===== config.mk =====
export PLATFORM = sky130hd
export DESIGN_NAME = addsub_step_counter_flat
export DESIGN_NICKNAME = d
export VERILOG_FILES = /design/src/rtl/addsub_step_counter_if.sv /design/src/rtl/addsub_step_counter.sv /design/src/flat_wrapper.sv
export SDC_FILE = /design/constraint.sdc
export NUM_CORES = 1
export LEC_CHECK = 0
export ABC_CLOCK_PERIOD_IN_PS = 4960
export CAP_MARGIN = 20
export CELL_PAD_IN_SITES_DETAIL_PLACEMENT = 0
export CELL_PAD_IN_SITES_GLOBAL_PLACEMENT = 1
export CORE_ASPECT_RATIO = 1.25
export CORE_MARGIN = 4
export CORE_UTILIZATION = 32
export DETAILED_ROUTE_END_ITERATION = 10
export PLACE_DENSITY_LB_ADDON = 0.1
export RECOVER_POWER = 100
export SYNTH_ARGS = -nofsm -noshare
export SYNTH_HDL_FRONTEND = slang
export SYNTH_SLANG_ARGS = --single-unit

===== constraint.sdc =====
create_clock -name clk -period 4.96 [get_ports clk]
set_input_delay 0.992 -clock clk [delete_from_list [all_inputs] [get_ports clk]]
set_output_delay 0.992 -clock clk [all_outputs]
set_load 0.01 [all_outputs]

===== src/rtl/addsub_step_counter_if.sv =====
// Control and status bundle for addsub_step_counter.
// The master drives the step controls; the slave (the counter) returns count and flags.
interface addsub_step_counter_if #(
  parameter int unsigned WIDTH = 4
);
  logic             en;
  logic             sub;
  logic [WIDTH-1:0] step;
  logic             sat_mode;
  logic             load;
  logic [WIDTH-1:0] load_val;
  logic [WIDTH-1:0] count;
  logic             ovf;
  logic             tc;
  logic             zero;

  modport master (
    output en, sub, step, sat_mode, load, load_val,
    input  count, ovf, tc, zero
  );

  modport slave (
    input  en, sub, step, sat_mode, load, load_val,
    output count, ovf, tc, zero
  );
endinterface


===== src/rtl/addsub_step_counter.sv =====
// Registered up/down counter on a two's-complement add/subtract datapath
// with programmable modulus, clamped step, wrap/saturate mode and synchronous load.
module addsub_step_counter #(
  parameter int unsigned WIDTH   = 4,
  parameter int unsigned MAX_VAL = (1 << WIDTH) - 1
) (
  input  logic                  clk,
  input  logic                  rst_n,
  addsub_step_counter_if.slave  bus
);

  localparam logic [WIDTH-1:0] MAX_W = WIDTH'(MAX_VAL);
  localparam logic [WIDTH:0]   MOD_W = (WIDTH + 1)'(MAX_VAL + 1);

  logic [WIDTH-1:0] count_q, count_d;
  logic             ovf_q, ovf_d;
  logic             tc_q, tc_d;

  logic [WIDTH-1:0] step_s;
  logic [WIDTH-1:0] b_x;
  logic [WIDTH:0]   r;
  logic             crossed;
  logic [WIDTH-1:0] load_s;

  // B XOR sub with carry-in = sub; in subtract mode r[WIDTH] is the
  // carry-out, so a clear carry means count < step (borrow).
  always_comb begin
    step_s  = (bus.step > MAX_W) ? MAX_W : bus.step;
    b_x     = step_s ^ {WIDTH{bus.sub}};
    r       = {1'b0, count_q} + {1'b0, b_x} + {{WIDTH{1'b0}}, bus.sub};
    crossed = bus.sub ? ~r[WIDTH] : (r > {1'b0, MAX_W});
    load_s  = (bus.load_val > MAX_W) ? MAX_W : bus.load_val;
  end

  always_comb begin
    count_d = count_q;
    ovf_d   = ovf_q;
    tc_d    = 1'b0;
    if (bus.load) begin
      count_d = load_s;
      ovf_d   = 1'b0;
    end else if (bus.en) begin
      ovf_d = crossed;
      tc_d  = crossed;
      if (!crossed) begin
        count_d = r[WIDTH-1:0];
      end else if (bus.sat_mode) begin
        count_d = bus.sub ? '0 : MAX_W;
      end else begin
        // Folding back by the modulus lands in 0..MAX_VAL; the dropped
        // top bit only carries the borrow/overflow already consumed.
        count_d = WIDTH'(bus.sub ? (r + MOD_W) : (r - MOD_W));
      end
    end
  end

  always_ff @(posedge clk or negedge rst_n) begin
    if (!rst_n) begin
      count_q <= '0;
      ovf_q   <= 1'b0;
      tc_q    <= 1'b0;
    end else begin
      count_q <= count_d;
      ovf_q   <= ovf_d;
      tc_q    <= tc_d;
    end
  end

  assign bus.count = count_q;
  assign bus.ovf   = ovf_q;
  assign bus.tc    = tc_q;
  assign bus.zero  = (count_q == '0);

endmodule


===== src/flat_wrapper.sv =====
// flat-port wrapper written by rule: the top's interface ports become plain ports
module addsub_step_counter_flat 
#(
  parameter int unsigned WIDTH   = 4,
  parameter int unsigned MAX_VAL = (1 << WIDTH) - 1
)
  (clk, rst_n, bus_en, bus_sub, bus_step, bus_sat_mode, bus_load, bus_load_val, bus_count, bus_ovf, bus_tc, bus_zero);
  addsub_step_counter_if #(.WIDTH(WIDTH)) bus_i ();
  input  logic clk;
  input  logic rst_n;
  input wire logic [$bits(bus_i.en)-1:0] bus_en;
  input wire logic [$bits(bus_i.sub)-1:0] bus_sub;
  input wire logic [$bits(bus_i.step)-1:0] bus_step;
  input wire logic [$bits(bus_i.sat_mode)-1:0] bus_sat_mode;
  input wire logic [$bits(bus_i.load)-1:0] bus_load;
  input wire logic [$bits(bus_i.load_val)-1:0] bus_load_val;
  output wire logic [$bits(bus_i.count)-1:0] bus_count;
  output wire logic [$bits(bus_i.ovf)-1:0] bus_ovf;
  output wire logic [$bits(bus_i.tc)-1:0] bus_tc;
  output wire logic [$bits(bus_i.zero)-1:0] bus_zero;
  assign bus_i.en = bus_en;
  assign bus_i.sub = bus_sub;
  assign bus_i.step = bus_step;
  assign bus_i.sat_mode = bus_sat_mode;
  assign bus_i.load = bus_load;
  assign bus_i.load_val = bus_load_val;
  assign bus_count = bus_i.count;
  assign bus_ovf = bus_i.ovf;
  assign bus_tc = bus_i.tc;
  assign bus_zero = bus_i.zero;
  addsub_step_counter #(.WIDTH(WIDTH), .MAX_VAL(MAX_VAL)) u_core (.clk(clk), .rst_n(rst_n), .bus(bus_i));
endmodule

* After elaboration in Yosys (flattened, before gate mapping) *
Cells that the tools add are included.

storage, ports and cells
  register bits after elaboration = 6
  input port bits = 14
  output and inout port bits = 7

cells by class
  add/sub/neg operators = 4
  order comparisons = 3
  multiplexer cells = 13
  bitwise logic cells = 2
  reductions and logical operators = 2

operator list
  operator                                                              count
  4-bit two-way mux                                                     8
  4-bit > comparator, second input constant                             2
  4-bit by 4-bit adder with 5-bit output                                1
  5-bit by 1-bit adder with 5-bit output                                1
  5-bit by 4-bit > comparator with 1-bit output, second input constant  1
  1-bit two-way mux                                                     5
  4-bit by 1-bit adder with 4-bit output, second input constant         1
  4-bit zero test                                                       1
  4-bit by 1-bit subtractor with 4-bit output, second input constant    1
  4-bit bitwise XOR                                                     1
  2-bit nonzero test                                                    1
  1-bit NOT                                                             1

* Logic depth before layout (Yosys ltp) *
Gate-level depths: netlist of the first run.

  depth in word-level cells = 11
  depth in mapped cells = 8

* Worst setup path after synthesis of the first run *
Ideal clock, no wire load.

  kind = input-to-reg
  from = input port bus_sub
  to = register u_core.ovf_q, in the netlist u_core.bus.ovf
  setup time = 118 ps
  data arrival time = 2545 ps
  slack = 2297 ps
  stages on the path = 8
  path buffers = 1
  cells stage by stage = buf_6 > mux2_4 > fa_1 > a21o_2 > a21oi_1 > xor2_1 > nor2_1 > a21o_1

on the way
  word-level cells in the longest chain between the ends = 7
  elaborated cells on any way between the ends = 8
  those cells by class = add/sub: 2; order compare: 1; mux: 3; bitwise: 2

ends and longest elaborated chain
  element                                                                            RTL line                   text
  start: declaration                                                                 flat_wrapper.sv:12         input wire logic [$bits(bus_i.sub)-1:0] bus_sub;
  4-bit bitwise XOR                                                                  addsub_step_counter.sv:29  b_x = step_s ^ {WIDTH{bus.sub}};
  4-bit by 4-bit adder with 5-bit output                                             addsub_step_counter.sv:30  r = {1'b0, count_q} + {1'b0, b_x} + {{WIDTH{1'b0}}, bus.sub};
  5-bit by 1-bit adder with 5-bit output                                             addsub_step_counter.sv:30
  5-bit by 4-bit > comparator with 1-bit output / 1-bit NOT (equally long branches)  addsub_step_counter.sv:31  crossed = bus.sub ? ~r[WIDTH] : (r > {1'b0, MAX_W});
  1-bit two-way mux *                                                                addsub_step_counter.sv:31
  1-bit two-way mux *                                                                addsub_step_counter.sv:42  end else if (bus.en) begin
  1-bit two-way mux *                                                                addsub_step_counter.sv:39  if (bus.load) begin
  end signal: assignment                                                             addsub_step_counter.sv:64  ovf_q <= ovf_d;
  end: declaration                                                                   addsub_step_counter.sv:16  logic ovf_q, ovf_d;

Every way passes the cells marked *; elsewhere a longest branch is shown, timed or not. The select of a mux whose other input is x is not followed.
A chain may end at the register's enable or synchronous reset.

* Worst setup path after layout of the first run *
  from = input port bus_sub
  to = register u_core.count_q[1], in the netlist u_core.bus.count[1]

on the way
  word-level cells in the longest chain between the ends = 9
  elaborated cells on any way between the ends = 14
  those cells by class = add/sub: 4; order compare: 1; mux: 7; bitwise: 2

ends and longest elaborated chain
  element                                                                                                       RTL line                   text
  4-bit bitwise XOR                                                                                             addsub_step_counter.sv:29
  4-bit by 4-bit adder with 5-bit output                                                                        addsub_step_counter.sv:30
  5-bit by 1-bit adder with 5-bit output                                                                        addsub_step_counter.sv:30
  4-bit by 1-bit subtractor with 4-bit output / 4-bit by 1-bit adder with 4-bit output (equally long branches)  addsub_step_counter.sv:52  count_d = WIDTH'(bus.sub ? (r + MOD_W) : (r - MOD_W));
  4-bit two-way mux                                                                                             addsub_step_counter.sv:52
  4-bit two-way mux                                                                                             addsub_step_counter.sv:47  end else if (bus.sat_mode) begin
  4-bit two-way mux *                                                                                           addsub_step_counter.sv:45  if (!crossed) begin
  4-bit two-way mux *                                                                                           addsub_step_counter.sv:42
  4-bit two-way mux *                                                                                           addsub_step_counter.sv:39
  end signal: assignment                                                                                        addsub_step_counter.sv:63  count_q <= count_d;
  end: declaration                                                                                              addsub_step_counter.sv:15  logic [WIDTH-1:0] count_q, count_d;

Marks and branches as above.

==> results of run 1 <==
synthesized netlist by cell type, types with 2 or more instances:
| library cell | instances | area (um2) |
|---|---|---|
| a21o_2 | 2 | 17.5 |
| a21oi_1 | 5 | 25.0 |
| a31oi_1 | 2 | 12.5 |
| buf_6 | 2 | 22.5 |
| dfrtp_1 | 6 | 150 |
| ha_1 | 3 | 37.5 |
| inv_1 | 2 | 7.51 |
| nand2_1 | 5 | 18.8 |
| nor2_1 | 7 | 26.3 |
| xnor2_1 | 2 | 17.5 |
| xor2_1 | 5 | 43.8 |
power breakdown:
group	leakage, nW	internal, W	switching [W]
registers	0.0743	0.0000568	0.00000954
clock network	0.0138	0.0000273	0.0000161
logic	0.258	0.0000557	0.0000486
total	0.346	0.000140	0.0000742
layout by cell type, fill, tap and decap left out, types with 2 or more instances in the layout:
| cell type | Yosys | layout |
|---|---|---|
| a21o_2 | 2 | 2 |
| clkbuf_4 | 0 | 3 |
| xnor2_1 | 2 | 2 |
| dfrtp_1 | 6 | 6 |
| inv_1 | 2 | 2 |
| nand2_1 | 5 | 5 |
| dlygate4sd3_1 | 0 | 9 |
| a21oi_1 | 5 | 5 |
| xor2_1 | 5 | 5 |
| nor2_1 | 7 | 7 |
| clkdlybuf4s50_1 | 0 | 11 |
| ha_1 | 3 | 3 |
| a31oi_1 | 2 | 2 |
state kept, by name, indices dropped and copies added, names as in the netlist:
register / flops
u_core.bus.ovf: 1
u_core.bus.tc: 1
u_core.bus.count: 4
logic make-up (layout without fill, tap and decap cells):
family	count (synthesis)	after routing	synth area share, %
XOR/XNOR	7	7	11.5
flip-flops	6	6	28.2
AND/OR/NAND/NOR	18	18	16.0
AO/OA/AOI/OAI	17	17	23.1
adder cells (fa/ha/maj)	4	4	10.8
multiplexers	2	2	4.71
buffers and inverters	4	25	5.65
area by class of cell:
class / count / share of cell area (%)
Sequential cell: 6 / 20.1
Tap cell: 18 / 3.01
Timing Repair Buffer: 20 / 26.8
Clock buffer: 3 / 3.01
Multi-Input combinational cell: 48 / 46.2
Inverter: 2 / 1.00
stage by stage:
step	instances	hold slack, ns	worst slack, ns	utilization [%]	instance area [um2]
floorplan	58	0.518	2.30	-	532
global placement	94	0.465	1.68	46.9	732
detailed placement	94	0.479	1.61	46.9	732
CTS	97	0.489	1.87	48.3	754
global route	97	0.505	1.04	47.9	748
finish	97	0.483	1.46	47.9	748
critical path: cells and delay by family:
kind | cells | cell delay, ns
AOI/OAI and AO/OA | 2 | 0.95
adders and majority gates | 1 | 0.30
muxes | 1 | 0.18
and+or+nand+nor | 2 | 0.22
xor gates and xnor gates | 1 | 0.28
buffers and inverters | 1 | 0.75
worst paths after layout:
check | end | cells past startpoint | slack [ns] | startpoint
worst max-delay path | u_core.bus.count[1]$_DFFE_PN0P_ | 8 | 1.46 | bus_sub
max in group asynchronous | u_core.bus.count[1]$_DFFE_PN0P_ | 1 | 3.68 | rst_n
worst min register to register | u_core.bus.ovf$_DFFE_PN0P_ | 1 | 0.48 | u_core.bus.ovf$_DFFE_PN0P_
worst min-delay path | u_core.bus.ovf$_DFFE_PN0P_ | 1 | 0.48 | u_core.bus.ovf$_DFFE_PN0P_
worst max register to register | u_core.bus.count[1]$_DFFE_PN0P_ | 7 | 2.67 | u_core.bus.count[0]$_DFFE_PN0P_
min in group asynchronous | u_core.bus.count[3]$_DFFE_PN0P_ | 1 | 1.06 | rst_n
per-layer routing:
metal / global-route usage, % / up-vias
met5: 0 / -
met4: 6.03 / 0
met3: 2.34 / 2
met2: 22.7 / 13
met1: 13.4 / 222
li1: - / 250
==> metrics list, run 1 <==
* Number of clock sinks seen by CTS: 6
- Counting flops with an async set or reset pin after synthesis yields a share of 100%.
- Root buf cell: clkbuf_4
- Hold buffers post-CTS: 0
- Post-route ant nets: 0
* DRC errors left: 0
* Met2 Wirelength: 668 um
- Classification of the worst setup path: primary input to flip-flop
* Final-report max-slew violation count: 0
- Part of the cycle the worst path needs: 70.6%
* Number of filler cells placed in the layout: 171
* Avg Inst Size Synth: 9.17 um2
- Yosys warnings: 0
- Most used DFF post-synth: dfrtp_1
* Synthesized area: 532 um2
* Ports placed on the boundary: 21
- Count of buffers from port buffering: 20
- Number of setup buffers added after CTS: 0
- Routed WL per cell: 13.2 um
- Highest-delay cell along the critical path: a2111oi_0
* Fraction of layout cells with a size suffix above 1: 7.59%
- Routability Congestion: 0.751
* WL met1: 514 um
* Synthesized netlist cell count: 58
- Max-cap violations: 0
- Slew @ Worst Pin: 0.963 ns
- The via count of the first global-routing pass is 511.
* Total number of H-tree levels: 1
- Pin count of the biggest net entering global routing: 10
* Cell row count: 16
- STA classifies the critical path startpoint as a primary input.
- Floorplan core area: 1560 um2
- Number of failing hold endpoints at the final stage: 0
- GRT Resource Usage Total: 12.4%
* Required @ worst endpoint: 5.14 ns
- Path class of the lowest-slack min-delay path: flip-flop to flip-flop
- CP Cell Sequence: dlygate4sd3_1, xor2_1, fa_1, nand2_1, a2111oi_0, mux2i_1, nor2_1, a221o_1
- Signal arrival time at the worst endpoint: 3.68 ns
* Max-slew headroom at the worst pin: 34.2%
* Cell leakage power: 0.346 nW
- Synthesis instantiated 28 different standard cells from the library.
- Maximum vdd ir drop: 0.123 mV
* Footprint of the flip-flops and latches: 150 um2
* Portion of the post-synthesis area used by sequential elements: 28.2%
- Crit-path max cell delay: 0.84 ns
* Setup_tns: 0 ns
* Status: completed
- Total gr overflow: 0
- 0 antenna diodes ended up in the layout.
* Post-route clock skew: 0.000527 ns
* Routed via count: 487
- Sum of met3 wire segment lengths after detailed routing: 87 um
- Maximum fanout along the worst path: 8
- Unrepaired setup endpoints after global routing: no
- STA classifies the critical path endpoint as a flip-flop.
- Global-route wire length before repair: 2150 um
* Quantity of gates resized following cts: 0
- P&R area growth vs syn: 40.7%
* Multi-input logic area: 345 um2
* Post-synthesis net count: 76
* Count of flip-flops with a built-in enable after synthesis: 0
* Total CTS buffers: 3
* Buffers from clock root to sink, at most: 2
* Total power of the final layout: 0.000214 W
- Effective utilization at floorplan: 34.1%
- DIE HEIGHT: 53.6 um
* Die Width: 44.5 um
* # setup viols final: 0
- In the final design database the tool counted 99 nets.
* Initial DRC Count: 5
* Achievable Freq: 286 MHz
- Power per unit of standard cell area: 286 nW/um2
- Post-detailed-placement half-perimeter wirelength: 1090 um
- Total of flip-flops plus latches after synthesis: 6
- The die covers 2380 um2.
* CTS tree: built
- Routed wire length: 1290 um
- The clock reaches the later pin of the worst-skew pair after 0.24 ns.
- Subtracting the final worst setup slack from the clock period gives 3.50 ns.
- Routed signal wires occupy layers up through met4.
- Via-to-Cell Ratio: 5.02
- Initial DRT Pass Iterations: 2
- Post-CTS clock slew at the launch and capture registers of the worst setup and hold paths: 0.04 ns
- Initial antenna violation count: 0
(Power assumes the default switching activity.)
==> run 2: changes to the inputs <==
--- a/config.mk
+++ b/config.mk
@@ -5,13 +5,13 @@
 export SDC_FILE = /design/constraint.sdc
 export NUM_CORES = 1
 export LEC_CHECK = 0
-export ABC_CLOCK_PERIOD_IN_PS = 4960
+export ABC_CLOCK_PERIOD_IN_PS = 3200
 export CAP_MARGIN = 20
 export CELL_PAD_IN_SITES_DETAIL_PLACEMENT = 0
 export CELL_PAD_IN_SITES_GLOBAL_PLACEMENT = 1
 export CORE_ASPECT_RATIO = 1.25
 export CORE_MARGIN = 4
-export CORE_UTILIZATION = 32
+export CORE_UTILIZATION = 27
 export DETAILED_ROUTE_END_ITERATION = 10
 export PLACE_DENSITY_LB_ADDON = 0.1
 export RECOVER_POWER = 100
==> constraint.sdc (replaced) <==
create_clock -name clk -period 3.2 [get_ports clk]
set_input_delay 0.64 -clock clk [delete_from_list [all_inputs] [get_ports clk]]
set_output_delay 0.64 -clock clk [all_outputs]
set_load 0.01 [all_outputs]
==> run 2 against run 1 <==
  * Sequential power rose by 52%
  * Sequential share of layout area fell by 0.20 points
  * Utilization fell by 6.1 points
  * Combinational power rose by 58%
  * Worst hold slack got worse by 0.013 ns
  * Register-to-register slack got worse by 1.6 ns
  * Cell area rose by 1.0%
  * Clock power rose by 54%
  * Sequential cell count did not move
  * First-iteration DRC count fell by 60%
  * Critical endpoint unchanged
  * Largest cell class unchanged
  * Largest power group unchanged
==> metrics list, run 2 (synthesis results as in run 1) <==
- Area of placed instances: 741 um2 (+1.2%)
- Clock latency at the later pin of the worst-skew pair: 0.24 ns (about the same)
- Total number of H-tree levels: 1 (unchanged)
- Worst r2r src: u_core.bus.count[0]$_DFFE_PN0P_
- Highest-delay cell along the critical path: dlygate4sd3_1
* Post-detailed-placement half-perimeter wirelength: 1050 um (-3.4%)
- The worst-case clock skew was 0.0000975 ns (-0.000430 ns).
- The remaining antenna violation count after routing was 0 (unchanged).
- Hold_sp: u_core.bus.ovf$_DFFE_PN0P_
- The number of inserted filler cells in the final layout is 187 (+9.4%).
- Quantity of gates resized following cts: 0 (unchanged)
- Buffers from clock root to sink, at most: 2 (unchanged)
- Number of placed instances with taps included: 96 (+2.1%)
- Final-report max-slew violation count: 0 (unchanged)
* Number of flip-flops under the largest register name: 4 (unchanged)
* Initial antenna violation count: 0 (unchanged)
- The hold buffer count at cts came to 0 (unchanged).
- Path class of the lowest-slack min-delay path: flip-flop to flip-flop
- Total CTS buffers: 3 (unchanged)
- Setup repair after global routing left no endpoint under its margin.
- The pin count of the biggest net entering global routing was 10 (unchanged).
- Total Die Area: 2750 um2 (+15%)
- Library cell appearing most often on the critical path: nor2_1
- # setup viols final: 0 (unchanged)
* DIE HEIGHT: 57.6 um (+7.5%)
- Max-cap violations: 0 (unchanged)
- The worst relative slew slack is 71.5% (+37 points).
* Post-CTS clock slew at the launch and capture registers of the worst setup and hold paths: 0.04 ns (about the same)
* Crit-path max cell delay: 0.61 ns (-0.23 ns)
* Shortest clock period the worst path allows after layout: 2.75 ns
- Part of the cycle the worst path needs: 86.1%
- Required @ worst endpoint: 3.38 ns (-1.76 ns)
- The final standard cell count with taps included and fillers excluded is 99 (+2.1%).
* Kind of capture point of the worst setup path: flip-flop
- Number of global-route vias before repair: 473 (-7.4%)
- The worst hold margin came to 0.471 ns (-0.0126 ns).
- TritonCTS built the clock tree.
- The leakage power is 0.345 nW (-0.53%).
- The starting utilization of the core area was 29.4% (-4.6 points).
* Slew @ Worst Pin: 0.427 ns (-0.536 ns)
* Root buf cell: clkbuf_4
- The final estimated routing congestion in global placement is 0.771 (+2.7%).
* Timing startpoint of the critical path: bus_sub
- Classification of the worst setup path: primary input to flip-flop
- Fraction of layout cells with a size suffix above 1: 7.50% (-0.095 points)
* Routed WL per cell: 12.1 um (-8.5%)
- The residual overflow from global routing came to 0 (unchanged).
- DRC errors left: 0 (unchanged)
* GRT Resource Usage Total: 9.83% (-2.6 points)
- Die Width: 47.7 um (+7.3%)
- The total iterations of the first detailed-routing run was 2 (unchanged).
- The signal on the critical path passes through dlygate4sd3_1, clkbuf_1, xor2_1, ha_1, nor2_1, a2111oi_2, mux2i_1, nor2_1, a221o_1.
* Signal arrival time at the worst endpoint: 2.93 ns (-0.75 ns)
- The number of rows in the core area was 17 (+1).
- Nature of the critical path startpoint: primary input
* Final std cell area, no fill: 756 um2 (+1.0%)
* Ports placed on the boundary: 21 (unchanged)
- The number of design-rule violations left by the first detailed-router iteration came to 2 (-3).
- Status: completed
- The largest vdd supply drop is 0.134 mV (+8.6%).
- The number of buffer cells added on primary ports was 20 (unchanged).
* Power per unit of standard cell area: 440 nW/um2 (+54%)
- The largest fanout on the critical path came to 6 (-2).
* Routed via count: 477 (-2.1%)
- Floorplan core area: 1810 um2 (+16%)
* Setup_tns: 0 ns (unchanged)
- The number of nets in the finished design was 100 (+1.0%).
- Number of setup buffers added after CTS: 0 (unchanged)
- N_diodes: 0 (unchanged)
- Global-route wire length before repair: 1940 um (-9.9%)
* Number of clock sinks seen by CTS: 6 (unchanged)
- The total count of hold-check failures in the final report came to 0 (unchanged).
* Achievable Freq: 363 MHz
* P&R area growth vs syn: 42.1%
- Routed wire length: 1200 um (-6.6%)
* Via-to-Cell Ratio: 4.82 (-4.0%)
- In the layout the commonest cells are clkdlybuf4s50_1, dlygate4sd3_1, nor2_1, dfrtp_1.
-- run 2: area by class of cell --
cell class	instances	area, um2	share of cell area (%)
sequential	6	150	19.9
clock buffer	3	22.5	2.98
inverter	2	7.51	0.993
multi-input combinational	48	348	46.0
tap	19	23.8	3.15
timing repair buffer	21	204	27.0
-- run 2: report_power, final --
group / switching (W) / internal [W] / total, W
combinational: 0.0000777 / 0.0000867 / 0.000164
sequential: 0.0000131 / 0.0000881 / 0.000101
clock: 0.0000244 / 0.0000422 / 0.0000667
-- run 2: critical path, delay by kind of cell --
family,cells,cell delay [ns]
buf+inv,2,0.89
fa+ha+maj,1,0.40
mux,1,0.14
simple gates,2,0.17
xor+xnor,1,0.12
compound gates,2,0.57
-- run 2: final timing paths --
check,end,slack (ns),cells after the start
max in group asynchronous,u_core.bus.count[2]$_DFFE_PN0P_,2.28,1
worst min register to register,u_core.bus.ovf$_DFFE_PN0P_,0.47,1
worst max register to register,u_core.bus.ovf$_DFFE_PN0P_,1.07,7
min in group asynchronous,u_core.bus.count[0]$_DFFE_PN0P_,0.71,1
worst min-delay path,u_core.bus.ovf$_DFFE_PN0P_,0.47,1
worst max-delay path,u_core.bus.count[1]$_DFFE_PN0P_,0.45,9
-- run 2: metal layers --
layer / vias to the layer above / global-route usage (%) / routed length [um] / part of all wire [%]
met1: 207 / 11.5 / 530 / 44
met4: 0 / 6.92 / 12 / 1.0
met2: 14 / 15.7 / 562 / 47
li1: 254 / - / - / -
met5: - / 0 / 0 / 0
met3: 2 / 1.24 / 94 / 7.8
-- run 2: through the flow --
step / util [%] / worst slack, ns / power [W]
after floorplan: - / 0.889 / 0.000212
after CTS: 42.2 / 0.584 / 0.000347
final: 41.8 / 0.446 / 0.000332
after detailed placement: 41.0 / 0.335 / 0.000276
after global placement: 41.0 / 0.346 / 0.000277
after global routing: 41.8 / 0.248 / 0.000364
